==> src/rtl/acc_stream_feeder.sv <==
// Stream-to-accumulator feeder: FIFO-buffers framed valid/ready samples, drains one per
// cycle onto enable/data, inserts an idle gap between frames and reports each frame's length.
module acc_stream_feeder #(
    parameter int DATA_WD    = 32,
    parameter int FIFO_DEPTH = 8,
    parameter int FRAME_GAP  = 1,
    parameter int CNT_WD     = 16
) (
    input  logic                          i_clk,
    input  logic                          i_rstn,
    input  logic                          i_valid,
    output logic                          o_ready,
    input  logic [DATA_WD-1:0]            i_data,
    input  logic                          i_last,
    input  logic                          i_hold,
    output logic                          o_enable,
    output logic [DATA_WD-1:0]            o_data,
    output logic                          o_frame_done,
    output logic [CNT_WD-1:0]             o_frame_len,
    output logic [$clog2(FIFO_DEPTH):0]   o_count
);

    localparam int AW = $clog2(FIFO_DEPTH);
    localparam int GW = (FRAME_GAP > 1) ? $clog2(FRAME_GAP) : 1;

    localparam logic [AW:0]       CNT_FULL = (AW+1)'(FIFO_DEPTH);
    localparam logic [AW:0]       CNT_ONE  = (AW+1)'(1);
    localparam logic [AW-1:0]     PTR_ONE  = AW'(1);
    localparam logic [CNT_WD-1:0] LEN_MAX  = '1;
    localparam logic [CNT_WD-1:0] LEN_ONE  = CNT_WD'(1);
    localparam logic [GW-1:0]     GAP_ONE  = GW'(1);
    localparam logic [GW-1:0]     GAP_LOAD = GW'((FRAME_GAP > 0) ? FRAME_GAP - 1 : 0);
    localparam bit                GAP_EN   = (FRAME_GAP > 0);

    typedef enum logic [1:0] {
        IDLE,
        DRAIN,
        GAP
    } state_t;

    state_t state, state_nxt;
    logic [GW-1:0]     gap_cnt, gap_nxt;

    logic [DATA_WD:0]  mem [FIFO_DEPTH];
    logic [AW-1:0]     wr_ptr, rd_ptr;
    logic [DATA_WD:0]  head;
    logic              head_last;
    logic              push, pop;

    logic [CNT_WD-1:0] len_cnt, len_inc, len_pend;
    logic              last_q;

    assign head      = mem[rd_ptr];
    assign head_last = head[DATA_WD];

    // No pass-through: readiness comes only from the registered occupancy.
    assign o_ready = i_rstn && (o_count != CNT_FULL);
    assign push    = i_valid && o_ready;
    assign pop     = (o_count != '0) && !i_hold && (state != GAP);

    assign len_inc = (len_cnt == LEN_MAX) ? LEN_MAX : len_cnt + LEN_ONE;

    // NOTE: every variable driven here gets a default first so no path infers a latch.
    always_comb begin
        state_nxt = state;
        gap_nxt   = gap_cnt;
        case (state)
            IDLE, DRAIN: begin
                if (GAP_EN && pop && head_last) begin
                    state_nxt = GAP;
                    gap_nxt   = GAP_LOAD;
                end else if (o_count != '0) begin
                    state_nxt = DRAIN;
                end else begin
                    state_nxt = IDLE;
                end
            end
            GAP: begin
                if (gap_cnt == '0) begin
                    state_nxt = (o_count != '0) ? DRAIN : IDLE;
                end else begin
                    gap_nxt = gap_cnt - GAP_ONE;
                end
            end
            default: state_nxt = IDLE;
        endcase
    end

    // NOTE: the sample storage is deliberately not reset; the pointers and count make stale entries unreachable.
    always_ff @(posedge i_clk) begin
        if (push) begin
            mem[wr_ptr] <= {i_last, i_data};
        end
    end

    always_ff @(posedge i_clk) begin
        if (!i_rstn) begin
            state        <= IDLE;
            gap_cnt      <= '0;
            wr_ptr       <= '0;
            rd_ptr       <= '0;
            o_count      <= '0;
            o_enable     <= 1'b0;
            o_data       <= '0;
            len_cnt      <= '0;
            len_pend     <= '0;
            last_q       <= 1'b0;
            o_frame_done <= 1'b0;
            o_frame_len  <= '0;
        end else begin
            state   <= state_nxt;
            gap_cnt <= gap_nxt;

            if (push) wr_ptr <= wr_ptr + PTR_ONE;
            if (pop)  rd_ptr <= rd_ptr + PTR_ONE;
            case ({push, pop})
                2'b10:   o_count <= o_count + CNT_ONE;
                2'b01:   o_count <= o_count - CNT_ONE;
                default: o_count <= o_count;
            endcase

            o_enable <= pop;
            if (pop) o_data <= head[DATA_WD-1:0];

            if (pop) begin
                if (head_last) begin
                    len_pend <= len_inc;
                    len_cnt  <= '0;
                end else begin
                    len_cnt  <= len_inc;
                end
            end

            // Done trails the last sample's enable by one cycle, once the accumulator holds it.
            last_q       <= pop && head_last;
            o_frame_done <= last_q;
            if (last_q) o_frame_len <= len_pend;
        end
    end

endmodule

==> config.mk <==
export PLATFORM = sky130hd
export DESIGN_NAME = acc_stream_feeder
export DESIGN_NICKNAME = d
export VERILOG_FILES = /design/src/rtl/acc_stream_feeder.sv
export SDC_FILE = /design/constraint.sdc
export NUM_CORES = 1
export LEC_CHECK = 0
export BUFFER_PORTS_ARGS = -buffer_cell sky130_fd_sc_hd__buf_2
export CAP_MARGIN = 10
export CORE_MARGIN = 2
export CORE_UTILIZATION = 55
export CTS_CLUSTER_DIAMETER = 120
export DETAILED_ROUTE_END_ITERATION = 16
export PLACE_DENSITY = 0.76
export SKIP_LAST_GASP = 1
export SLEW_MARGIN = 25
export SYNTH_ARGS = -nofsm -noshare
export SYNTH_HDL_FRONTEND = slang
export SYNTH_SLANG_ARGS = --single-unit
==> constraint.sdc <==
create_clock -name i_clk -period 9.9 [get_ports i_clk]
set_input_delay 0.495 -clock i_clk [delete_from_list [all_inputs] [get_ports i_clk]]
set_output_delay 0.495 -clock i_clk [all_outputs]
set_load 0.01 [all_outputs]
==> impl_metrics.py, run 1 <==
metrics = {
    "timing": {
        "slew_viol_final": 0,
        "clock.fmax_mhz": 302,
        "rsz0062_at_grt": "false",
        "finalCriticalPeriod_ps": 3310,
        "timing.final.crit_share_pct": 33.4,
        "finalWorstSetupSlack_ps": 6590,
        "finalSetupViolations": 0,
        "timing_hold_violations_final": 0,
        "worstMarginPinSlew_ps": 1000,
        "setup_tns_ps": 0,
        "relSlewSlack_pct": 33.2,
        "hold_ws_ps": 238,
        "clock_skew_ps": 13.1,
    },
    "cts": {
        "cts_root_buf": "clkbuf_16",
        "cts-htree-levels": 2,
        "ctsResizeCount": 0,
        "clock_sinks": 362,
        "clkLatencyLatePin_ps": 520,
        "postCtsHoldBufs": 0,
        "cts_tree": "built",
        "numCtsBuffers": 35,
        "clk_path_buf_depth": 3,
        "path_clk_slew_ps": 60,
        "postCtsSetupBuffers": 0,
    },
    "job": {
        "drv_cap": 0,
    },
    "global_routing": {
        "grt_antenna_before_repair": 3,
        "grt_pass1_vias": 7656,
        "overflow": 0,
        "grt_pass1_wl_um": 42500,
        "grt_max_degree": 69,
        "grt_util_all_layers_pct": 21.0,
    },
    "yosys": {
        "synth_nets": 873,
        "syn_area_per_cell_um2": 16.8,
        "ys_warn_count": 0,
        "synthDistinctLibCells": 54,
        "yosysSeqAreaShare_pct": 70.7,
        "synth_seq_cells": 362,
        "synthFlopType": "edfxtp_1",
        "syn-cell-area_um2": 14000,
        "syn_inst": 830,
        "synth_edf_count": 264,
        "synthArstFlopShare_pct": 0,
    },
    "detailed_routing": {
        "wl_per_cell_um": 21.3,
        "drc_errors": 0,
        "via_per_inst": 5.91,
        "ant_nets": 0,
        "num_vias": 7534,
        "wl_um": 27200,
        "firstDrtPassIters": 5,
        "drt_iter0_drc": 722,
    },
    "worst_setup_path": {
        "cp_max_fo": 41,
        "critPathCaptureType": "flop",
        "r2r.worst_path.cells": 6,
        "path_class": "flop to flop",
        "crit_arrival_ps": 3740,
        "start_kind": "flop",
        "worstPathRequired_ps": 10330,
    },
    "placed_design": {
        "portBuffers": 91,
        "placed_cells": 1207,
        "finalWeightedCongestion": 0.801,
        "pre_cts_ws_ps": 5980,
        "dpl.hpwl_um": 15800,
    },
    "floorplan": {
        "std_cell_rows": 58,
        "ios": 92,
        "die_h_um": 163,
        "dieArea_um2": 26700,
        "die_w_um": 163,
        "fp.coreArea_um2": 25000,
        "start_util_pct": 55.8,
    },
    "finish": {
        "layout-drive-gt1-share_pct": 27.3,
        "layout_commonest_cell": "edfxtp_1",
        "final_cells": 1274,
        "regArea_um2": 9900,
        "multi_input_area_um2": 3810,
        "fillers": 1728,
        "nets": 958,
        "areaGrowthSynthToFinish_pct": 13.9,
        "final_cell_mix": "edfxtp_1 (264), dfxtp_1 (95), buf_2 (91)",
    },
    "worst_hold_path": {
        "min_from": "i_last",
        "whs_path_depth": 1,
        "hold_path.class": "input port to flop",
    },
    "pwr": {
        "p_per_area_nw_per_um2": 241,
        "p_leak_uw": 0.00523,
        "ir_drop_v": 0.000170,
    },
    "outcome": {
        "status": "completed",
    },
}
## stage by stage
step,area [µm²],total power (µW),util (%)
finish,15900,3840,63.6
global route,15900,4010,63.6
CTS,15900,3880,63.5
detailed placement,14800,2600,59.1
global placement,14600,2580,58.5
floorplan,14000,2430,-
## final timing paths
check | endpoint | slack [ps]
min reg2reg | state[1] | 450
max | len_pend[10] | 6590
max reg2reg | len_pend[10] | 6590
min | mem[7][32] | 240
## metal layers
metal	track usage (%)	part of all wire, %
met2	35.9	52
met1	27.3	40
met5	0	0.048
met3	3.71	4.8
met4	7.40	2.9
## sequential cells by signal (all words and copies together), names as in the netlist, named ones only
name and count:
len_pend 16, wr_ptr 3, o_frame_len 16, rd_ptr 3
state 2, mem 264, o_data 32, o_frame_done 1
len_cnt 16, last_q 1, o_count 4, o_enable 1
## cells by family after synthesis
logic type	after synthesis	share of synthesized area, %
flops	362	70.7
simple gates	116	4.37
buf+inv	63	2.45
mux	118	14.2
compound gates	150	6.78
fa+ha+maj	6	0.537
xor+xnor	15	0.940
## worst max-delay path, cell delays in order, from the launching register on
cell and delay (ps):
dfxtp_4 710, buf_4 730, nor2_1 110, nand2_1 120, and4_1 880, nand3_1 320, o31ai_1 300
## power breakdown
part | internal, µW | total, µW | switching (µW) | leakage [µW]
Combinational | 314 | 727 | 413 | 0.00152
Sequential | 1750 | 1840 | 95.5 | 0.00318
Clock | 723 | 1270 | 547 | 0.000529
Total | 2790 | 3840 | 1060 | 0.00523
## layout make-up
class / count / area share [%]
tap: 330 / 2.59
antenna: 2 / 0.0314
clock inverter: 18 / 1.15
inverter: 7 / 0.165
multi-input combinational: 405 / 23.9
clock buffer: 46 / 5.82
timing repair buffer: 104 / 4.23
sequential: 362 / 62.1
## synthesized netlist by cell type (8+ instances only)
master / count / share of area [%]
edfxtp_1: 264 / 57
a21oi_1: 59 / 2.1
nand2_1: 15 / 0.40
a311oi_2: 8 / 0.86
nand3_1: 16 / 0.57
buf_4: 8 / 0.43
nor3_1: 8 / 0.29
dfxtp_1: 98 / 14
xor2_1: 9 / 0.56
nor2_1: 42 / 1.1
o21ai_1: 23 / 0.82
mux4_2: 64 / 10
o21ai_0: 25 / 0.89
buf_2: 24 / 0.86
clkbuf_1: 17 / 0.46
mux2i_1: 53 / 3.8
(Power assumes the default switching activity.)
==> run 2, diff against run 1 <==
==> constraint.sdc (replaced) <==
create_clock -name i_clk -period 3.4 [get_ports i_clk]
set_input_delay 0.17 -clock i_clk [delete_from_list [all_inputs] [get_ports i_clk]]
set_output_delay 0.17 -clock i_clk [all_outputs]
set_load 0.01 [all_outputs]
==> impl_metrics.py, run 2 (synthesis gave the netlist of run 1 again) <==
metrics = {
    "timing": {
        "relSlewSlack_pct": 37.7,
        "clock.fmax_mhz": 388,
        "finalSetupViolations": 0,
        "worstMarginPinSlew_ps": 933,
        "timing.final.crit_share_pct": 75.7,
        "finalCriticalPeriod_ps": 2570,
        "clock_skew_ps": 24.1,
        "timing_hold_violations_final": 0,
        "rsz0062_at_grt": "false",
        "finalWorstSetupSlack_ps": 825,
        "slew_viol_final": 0,
        "setup_tns_ps": 0,
    },
    "worst_setup_path": {
        "r2r_start": "o_count[0]",
        "r2r.worst_path.cells": 10,
        "crit_arrival_ps": 3020,
        "crit_end": "o_count[2]",
        "crit_start": "o_count[0]",
        "start_kind": "flop",
        "critPathCaptureType": "flop",
        "r2r_slack_ps": 830,
        "path_class": "flop to flop",
        "cp_max_fo": 19,
        "r2r-end": "o_count[2]",
        "worstPathRequired_ps": 3840,
    },
    "floorplan": {
        "start_util_pct": 55.8,
        "ios": 92,
        "dieArea_um2": 26700,
        "std_cell_rows": 58,
        "die_w_um": 163,
        "die_h_um": 163,
        "fp.coreArea_um2": 25000,
    },
    "finish": {
        "regMostFlops": "mem",
        "largest_reg_flops": 264,
        "fillers": 1692,
        "top_regs": "mem: 264 flops, o_data: 32 flops",
        "layout_commonest_cell": "edfxtp_1",
        "final_cell_mix": "edfxtp_1 (264), dfxtp_1 (95), buf_2 (91)",
        "layout-drive-gt1-share_pct": 27.0,
        "nets": 1001,
        "areaGrowthSynthToFinish_pct": 16.7,
    },
    "placed_design": {
        "dpl.hpwl_um": 15000,
        "portBuffers": 91,
        "pre_cts_ws_ps": 861,
        "finalWeightedCongestion": 0.791,
    },
    "pwr": {
        "ir_drop_v": 0.000476,
        "total_power_uw": 11500,
        "p_leak_uw": 0.00541,
        "p_per_area_nw_per_um2": 705,
    },
    "global_routing": {
        "grt_antenna_before_repair": 1,
        "grt_pass1_vias": 8036,
        "grt_pass1_wl_um": 43500,
        "grt_util_all_layers_pct": 21.3,
        "overflow": 0,
        "grt_max_degree": 55,
    },
    "cts": {
        "clk_path_buf_depth": 3,
        "clkLatencyLatePin_ps": 530,
        "clock_sinks": 362,
        "postCtsSetupBuffers": 0,
        "cts_root_buf": "clkbuf_16",
        "cts_tree": "built",
        "numCtsBuffers": 37,
        "path_clk_slew_ps": 60,
        "cts-htree-levels": 2,
    },
    "detailed_routing": {
        "num_vias": 7720,
        "firstDrtPassIters": 5,
        "ant_nets": 0,
        "drc_errors": 0,
        "wl_per_cell_um": 21.0,
        "drt_iter0_drc": 592,
        "via_per_inst": 5.86,
        "wl_um": 27700,
    },
    "job": {
        "drv_cap": 0,
    },
    "outcome": {
        "status": "completed",
    },
    "worst_hold_path": {
        "min_from": "i_valid",
        "hold_path.class": "input port to flop",
    },
}
run 2: area by class of cell:
class / count / area, µm² / area share, %
Antenna cell: 1 / 2.50 / 0.0153
Clock buffer: 51 / 1000 / 6.14
Clock inverter: 17 / 186 / 1.14
Inverter: 7 / 26.3 / 0.161
Multi-Input combinational cell: 405 / 3820 / 23.4
Sequential cell: 362 / 9900 / 60.7
Tap cell: 330 / 413 / 2.53
Timing Repair Buffer: 145 / 971 / 5.95
run 2: timing repair:
action                                 in CTS  in global routing
hold buffers                               34                  0
resized for setup                           0                  0
endpoints found under the hold margin     265                  0
run 2: where the power goes:
part	internal, µW	switching (µW)	total [µW]
logic	988	1220	2200
clock network	2310	1620	3930
registers	5090	282	5380
run 2: how the worst min path moves through the flow:
stage | endpoint | slack, ps | cells after the start
2_1_floorplan | mem[0][0] | 270 | 0
3_3_place_gp | state[1] | 430 | 1
3_5_place_dp | state[1] | 430 | 1
4_1_cts | wr_ptr[2] | 10 | 4
5_1_grt | wr_ptr[2] | 70 | 4
6_report | wr_ptr[2] | 30 | 4
run 2: per-stage QoR:
| stage | cells | hold WS, ps | area, µm² | utilization [%] |
|---|---|---|---|---|
| 4_1_cts | 1317 | 13.5 | 16300 | 65.1 |
| 5_1_grt | 1318 | 66.0 | 16300 | 65.2 |
| 3_3_place_gp | 1215 | 432 | 14800 | 59.0 |
| 6_report | 1318 | 34.4 | 16300 | 65.2 |
| 2_1_floorplan | 830 | 269 | 14000 | - |
| 3_5_place_dp | 1215 | 433 | 14800 | 59.0 |
run 2: worst max-delay path, cell delays in order (launching register included):
cell	delay, ps
dfxtp_1	370
or4_4	550
nand3_2	100
inv_2	140
ha_1	290
xor2_1	180
ha_1	190
a21oi_1	140
xor2_1	90
or3_1	310
a21oi_1	140
run 2: routing by layer:
metal | track usage [%] | routed length, µm
met4 | 6.96 | 624
met3 | 3.76 | 1630
met2 | 36.7 | 14100
met5 | 0 | 0
met1 | 27.8 | 11400
